--- config.mk ---
export PLATFORM = sky130hd
export DESIGN_NAME = alu_issue
export DESIGN_NICKNAME = d
export VERILOG_FILES = /design/src/rtl/alu_issue.sv
export SDC_FILE = /design/constraint.sdc
export NUM_CORES = 1
export LEC_CHECK = 0
export BUFFER_PORTS_ARGS = -buffer_cell sky130_fd_sc_hd__buf_2
export CORE_AREA = 2 2 108 110
export DETAILED_ROUTE_END_ITERATION = 7
export DIE_AREA = 0 0 110 112
export PLACE_DENSITY = 0.69
export SYNTH_ARGS = -nofsm -noshare
export SYNTH_HDL_FRONTEND = slang
export SYNTH_SLANG_ARGS = --single-unit
--- constraint.sdc ---
create_clock -name clk -period 2.3 [get_ports clk]
set_input_delay 0.46 -clock clk [delete_from_list [all_inputs] [get_ports clk]]
set_output_delay 0.46 -clock clk [all_outputs]
set_load 0.01 [all_outputs]
--- src/rtl/alu_issue.sv ---
// alu_issue: execute-stage initiator for the combinational ALU.
// Decodes RV32I OP/OP-IMM funct3/funct7 into the ALU op. It drives the ALU
// operands and captures the result into a one-entry output buffer. That
// buffer is presented to writeback over a valid/ready handshake. The block
// also counts every completed writeback handshake.
module alu_issue (
  input  logic        clk,
  input  logic        rst,
  // decode side
  input  logic        in_valid,
  output logic        in_ready,
  input  logic [2:0]  in_funct3,
  input  logic        in_funct7_5,
  input  logic        in_is_imm,
  input  logic [31:0] in_rs1_val,
  input  logic [31:0] in_rs2_val,
  input  logic [31:0] in_imm,
  input  logic [4:0]  in_rd,
  // external combinational ALU
  output logic [2:0]  alu_op,
  output logic [31:0] alu_a,
  output logic [31:0] alu_b,
  input  logic [31:0] alu_c,
  // writeback side
  output logic        out_valid,
  input  logic        out_ready,
  output logic [4:0]  out_rd,
  output logic [31:0] out_data,
  output logic        out_illegal,
  output logic [31:0] retired
);

  typedef enum logic [2:0] {
    OP_ADD = 3'd0,
    OP_SUB = 3'd1,
    OP_AND = 3'd2,
    OP_OR  = 3'd3,
    OP_XOR = 3'd4,
    OP_SLL = 3'd5,
    OP_SRL = 3'd6,
    OP_SRA = 3'd7
  } alu_op_e;

  alu_op_e     op;
  logic        illegal;
  logic        accept;
  logic        drain;

  logic        out_valid_q,   out_valid_d;
  logic [4:0]  out_rd_q,      out_rd_d;
  logic [31:0] out_data_q,    out_data_d;
  logic        out_illegal_q, out_illegal_d;
  logic [31:0] retired_q,     retired_d;

  // Decode funct3/funct7 into the ALU op. SLT/SLTU are unsupported and flagged.
  always_comb begin
    op      = OP_ADD;
    illegal = 1'b0;
    case (in_funct3)
      3'b000:  op = (in_funct7_5 && !in_is_imm) ? OP_SUB : OP_ADD;
      3'b111:  op = OP_AND;
      3'b110:  op = OP_OR;
      3'b100:  op = OP_XOR;
      3'b001:  op = OP_SLL;
      3'b101:  op = in_funct7_5 ? OP_SRA : OP_SRL;
      default: begin
        op      = OP_ADD;
        illegal = 1'b1;
      end
    endcase
  end

  assign alu_op = op;
  assign alu_a  = in_rs1_val;
  assign alu_b  = in_is_imm ? in_imm : in_rs2_val;

  // The buffer frees up in the same cycle that writeback drains it, so out_ready
  // passes straight through to in_ready. This keeps one instruction per cycle.
  assign in_ready = !out_valid_q || out_ready;
  assign accept   = in_valid && in_ready;
  assign drain    = out_valid_q && out_ready;

  // Next-state for the output entry and the retire counter.
  always_comb begin
    out_valid_d   = out_valid_q;
    out_rd_d      = out_rd_q;
    out_data_d    = out_data_q;
    out_illegal_d = out_illegal_q;
    retired_d     = retired_q;
    if (drain) begin
      out_valid_d = 1'b0;
      retired_d   = retired_q + 32'd1;
    end
    if (accept) begin
      out_valid_d   = 1'b1;
      out_rd_d      = in_rd;
      out_illegal_d = illegal;
      out_data_d    = (illegal || (in_rd == 5'd0)) ? '0 : alu_c;
    end
  end

  // State registers. Reset discards any buffered entry without counting it.
  always_ff @(posedge clk or posedge rst) begin
    if (rst) begin
      out_valid_q   <= 1'b0;
      out_rd_q      <= '0;
      out_data_q    <= '0;
      out_illegal_q <= 1'b0;
      retired_q     <= '0;
    end else begin
      out_valid_q   <= out_valid_d;
      out_rd_q      <= out_rd_d;
      out_data_q    <= out_data_d;
      out_illegal_q <= out_illegal_d;
      retired_q     <= retired_d;
    end
  end

  assign out_valid   = out_valid_q;
  assign out_rd      = out_rd_q;
  assign out_data    = out_data_q;
  assign out_illegal = out_illegal_q;
  assign retired     = retired_q;

endmodule

==> reports/metrics.csv, run 1 <==
metric,value,unit
switching_share,27.1,%
path_delay_family,simple AND/OR/NAND/NOR gates,
first_global_vias,3075,
slew_headroom,48.5,%
crit_type,reg2reg,
dieArea,0.0123,sq mm
worstSetupEndpointType,register,
final-hold-violation-count,0,
clkTransAtPathRegs,0.06,ns
p_seq_share,42.7,%
synth_area_leader_cell,dfrtp_1,
cts_made_buffers,9,
clock_power_share,37.0,%
comb_power_share,20.2,%
drt-met1-wl,4.03,mm
area_delta_synth_final,38.0,%
start_kind,register,
initial_utilization,31.1,%
syn-num-nets,438,
syn_area_per_cell,11.8,sq um
critPathMaxFanout,5,
firstDrtPassIters,4,
ios,281,
crit_top_cell,nand4_2,
ant_nets,0,
cts_buffer_depth,2,
drive_gt1_share,57.9,%
highest_layer,met4,
cts_resized,0,
ys_seq_area_share,51.1,%
synthCells,295,
synth.distinct_cells,32,
skew,0.00478,ns
viasPerCell,4.75,
hold_class,in2async,
fin_tns_setup,0,ns
power_density,738,mW/mm^2
final_nets,626,
synth.cell_area,0.00348,sq mm
rsz0062_at_grt,false,
final.min_clock_period,1.98,ns
power_leakage,2.57,nW
required,2.51,ns
wire_per_inst,17.7,um
p_int,2.58,mW
synth_area_leaders,"dfrtp_1 51%, mux2_2 13%, a22o_1 8.1%",
clock_sinks,71,
holdBufCountCts,0,
grtUsageTotal,18.1,%
cpPeakStageDelay,0.66,ns
gp_congestion,0.890,
grt_max_degree,49,
cts_setup_buffers,0,
fp.dieH,112,um
cts_tree,built,
wl,11.2,mm
antenna_found_initial,1,
ir_drop,0.430,mV
final_common_cell,buf_2,
fp.coreArea,0.0112,sq mm
tightest_slew,0.768,ns
initialDrtViolationCount,160,
slew_violations,0,
fp.dieW,110,um
clk_latency,0.32,ns
h-tree-depth,3,
dp_hpwl,9.18,mm
critPathBufInv,0,
route.vias.total,2995,
crit_chain,nand4_2 > or4_1 > and4bb_4 > nand4_2 > xnor2_1,
overflow,0,
port_buffers,216,
grt_pass1_wl,16.7,mm
dp.cells,615,
setup_viol,0,
p_sw,959,uW
status,"complete, no violations",
fin_total_pwr,3.54,mW
final_cell_mix,"216 x buf_2, 71 x dfrtp_1, 39 x mux2_2",
cp.arrival,2.18,ns
synth_seq_cells,71,
cts_root_buf,clkbuf_16,
slowest_stage,or4_1,
layoutNonFillerInstCount,631,
wl_met2,6.01,mm
max_cap_viol_count,0,
max_clock_freq,506,MHz
yosysTopAreaCellShare,51.1,%
finalCritPeriodShare,85.9,%
drcViolationCount,0,
routed-wl-met3,947,um
fp-row-count,39,
ys_warn_count,0,
[sequential cells by signal, summed over array words and instances (netlist names)]
signal       cells
out_data        32
out_illegal      1
out_rd           5
out_valid        1
retired         32
[path summary, 6_finish.rpt]
kind | start | slack, ns | cells past startpoint | end
setup / recovery | retired[0] | 0.32 | 5 | retired[29]
hold / removal | rst | 0.17 | 2 | out_data[30]
setup reg to reg | retired[0] | 0.32 | 5 | retired[29]
hold reg to reg | retired[31] | 0.48 | 1 | retired[31]
max in group asynchronous | rst | 1.50 | 3 | out_data[31]
min in group clk | in_valid | 0.34 | 2 | out_valid
[synth_stat cells (all sizes together)]
cell,n
or2b,1
o21ai,1
and4bb,1
buf,36
or4,2
nor2b,1
clkbuf,8
nand2b,1
ha,1
nand4,9
and3,3
nand3b,1
and4,1
nor2,16
o21a,1
a21oi,2
xnor2,17
dfrtp,71
or3,1
inv,5
xor2,14
a22o,32
nor4,1
mux2,39
nor3,6
nand2,14
nand3,10
[layer usage]
metal | track usage, % | vias up
li1 | - | 1385
met1 | 18.9 | 1446
met2 | 32.7 | 152
met3 | 6.97 | 12
met4 | 5.65 | 0
met5 | 0 | -
[cells by family (layout without fill, tap and decap cells)]
logic type / count (synthesis) / after routing / share of synthesized area (%)
simple gates: 68 / 68 / 10.5
other cells: 0 / 1 / 0
compound gates: 36 / 36 / 8.71
fa+ha+maj: 1 / 1 / 0.360
flops: 71 / 71 / 51.1
xor+xnor: 31 / 31 / 7.81
mux: 39 / 39 / 12.6
buf+inv: 49 / 241 / 8.82
[power by group through the flow]
stage / combinational, mW / clock (mW) / sequential (mW)
final: 0.716 / 1.31 / 1.51
after detailed placement: 0.728 / 0 / 1.53
after CTS: 0.728 / 1.35 / 1.51
after global placement: 0.718 / 0 / 1.53
after global routing: 0.780 / 1.40 / 1.54
after floorplan: 0.351 / 0 / 1.58
[layout make-up]
cell class              count  area, sq um
multi-input cells         175         1400
well taps                 143          179
flip-flops and latches     71         1780
clock inverters             4         47.5
fillers                  1079         6380
clock buffers              11          233
repair buffers            221         1140
inverters                   5         18.8
diodes                      1         2.50
[per-stage QoR]
| stage | hold slack, ns | setup WS (ns) | utilization (%) | instance area (sq um) |
|---|---|---|---|---|
| after CTS | 0.170 | 0.297 | 42.9 | 4800 |
| after detailed placement | 0.472 | 0.159 | 40.4 | 4520 |
| after global routing | 0.208 | 0.0891 | 42.9 | 4800 |
| final | 0.172 | 0.325 | 42.9 | 4800 |
| after global placement | 0.465 | 0.171 | 40.4 | 4520 |
| after floorplan | 0.507 | 0.0434 | - | 3480 |
(Power assumes the default switching activity.)
==> inputs of run 2 (changes only) <==
Settings changed: CELL_PAD_IN_SITES_DETAIL_PLACEMENT set to 0, CELL_PAD_IN_SITES_GLOBAL_PLACEMENT set to 1, CORE_AREA 2 2 108 110 to not set, CORE_MARGIN set to 1.5, CORE_UTILIZATION set to 25, DIE_AREA 0 0 110 112 to not set, PLACE_DENSITY 0.69 to not set, PLACE_DENSITY_LB_ADDON set to 0.1.
==> reports/metrics.csv, run 2 (synthesized netlist as in run 1, its figures left out) <==
metric,value,unit
antenna_found_initial,3,
clock_sinks,71,
grt_max_degree,72,
fp.coreArea,0.0134,sq mm
power_leakage,2.58,nW
grtUsageTotal,15.1,%
port_buffers,216,
initial_utilization,25.9,%
fp.dieH,121,um
comb_power_share,19.8,%
holdBufCountCts,0,
drive_gt1_share,58.1,%
overflow,0,
critPathMaxFanout,5,
area_delta_synth_final,39.8,%
slew_headroom,49.4,%
start_kind,register,
grt_pass1_wl,16.6,mm
cpPeakStageDelay,0.68,ns
h-tree-depth,3,
crit_top_cell,nand4_2,
switching_share,27.2,%
dp.cells,648,
clkTransAtPathRegs,0.05,ns
dp_hpwl,8.46,mm
p_int,2.64,mW
rsz0062_at_grt,false,
cts_tree,built,
first_global_vias,3053,
setup_viol,0,
num-fill-cells,1375,
fin_tns_setup,0,ns
worstSetupEndpointType,register,
final_nets,626,
fp.dieW,121,um
fp-row-count,42,
ant_nets,0,
viasPerCell,4.47,
slowest_stage,or4_1,
tightest_slew,0.755,ns
final.min_clock_period,2.04,ns
dieArea,0.0146,sq mm
cts_setup_buffers,0,
status,"complete, no violations",
initialDrtViolationCount,108,
hold_ws,0.206,ns
hold_class,in2async,
wl,10.7,mm
slew_violations,0,
cp.arrival,2.26,ns
gp_congestion,0.735,
crit_chain,nand4_2 > or4_1 > and4bb_4 > nand4_2 > xnor2_1,
skew,0.00402,ns
power_density,748,mW/mm^2
required,2.52,ns
ir_drop,0.325,mV
cts_made_buffers,9,
ios,281,
final_common_cell,buf_2,
p_sw,990,uW
route.vias.total,2970,
clock_power_share,38.6,%
max_clock_freq,491,MHz
wire_per_inst,16.1,um
cts_buffer_depth,2,
cts_root_buf,clkbuf_16,
final-hold-violation-count,0,
final_cell_mix,"216 x buf_2, 71 x dfrtp_1, 39 x mux2_2",
p_seq_share,41.7,%
critPathBufInv,0,
finalCritPeriodShare,88.5,%
clk_latency,0.34,ns
drcViolationCount,0,
cts_resized,0,
layoutNonFillerInstCount,664,
firstDrtPassIters,4,
max_cap_viol_count,0,
path_delay_family,simple AND/OR/NAND/NOR gates,
crit_type,reg2reg,
[run 2: changes by cell type in the layout (fill, tap and decap cells not counted), sizes merged]
cell,delta
clkbuf,+1
clkinv,-1
[run 2: per-stage QoR]
| step | utilization [%] | setup slack [ns] | cell area (sq um) | total power, mW |
|---|---|---|---|---|
| final | 36.3 | 0.264 | 4860 | 3.63 |
| after global routing | 36.2 | 0.0683 | 4860 | 3.84 |
| after CTS | 36.2 | 0.238 | 4860 | 3.71 |
| after detailed placement | 34.0 | 0.116 | 4560 | 2.27 |
| after global placement | 34.0 | 0.129 | 4560 | 2.26 |
| after floorplan | - | 0.0434 | 3480 | 1.94 |
[run 2: cell type report]
type	instances	area [sq um]	share of cell area, %
repair buffers	221	1140	23.5
flip-flops and latches	71	1780	36.6
clock buffers	12	256	5.28
diodes	1	2.50	0.0515
clock inverters	3	42.5	0.876
inverters	5	18.8	0.386
well taps	176	220	4.53
multi-input cells	175	1400	28.8
[run 2: power by group through the flow]
stage	Sequential (mW)	Clock, mW	Combinational, mW
2_1_floorplan	1.58	0	0.351
3_3_place_gp	1.53	0	0.731
3_5_place_dp	1.53	0	0.733
4_1_cts	1.52	1.46	0.736
5_1_grt	1.54	1.52	0.786
6_report	1.51	1.40	0.718
[run 2: worst paths after layout]
path	cells after the start	slack, ns	from	end
worst min register to register	1	0.48	retired[31]	retired[31]
worst min-delay path	3	0.21	rst	out_data[12]
min in group clk	2	0.34	alu_c[27]	out_data[27]
worst max register to register	5	0.26	retired[0]	retired[29]
max in group asynchronous	3	1.79	rst	out_data[8]
worst max-delay path	5	0.26	retired[0]	retired[29]
[run 2: layer usage]
| layer | track usage (%) | vias up | share of wire, % |
|---|---|---|---|
| li1 | - | 1392 | - |
| met1 | 16.4 | 1407 | 37 |
| met2 | 25.6 | 140 | 52 |
| met3 | 7.33 | 27 | 9.0 |
| met4 | 5.66 | 4 | 2.5 |
| met5 | 0 | - | 0.24 |
[run 2: tightest hold or removal path: stages]
cell	delay (ns)
buf_2	0.10
inv_2	0.06
buf_12	0.33
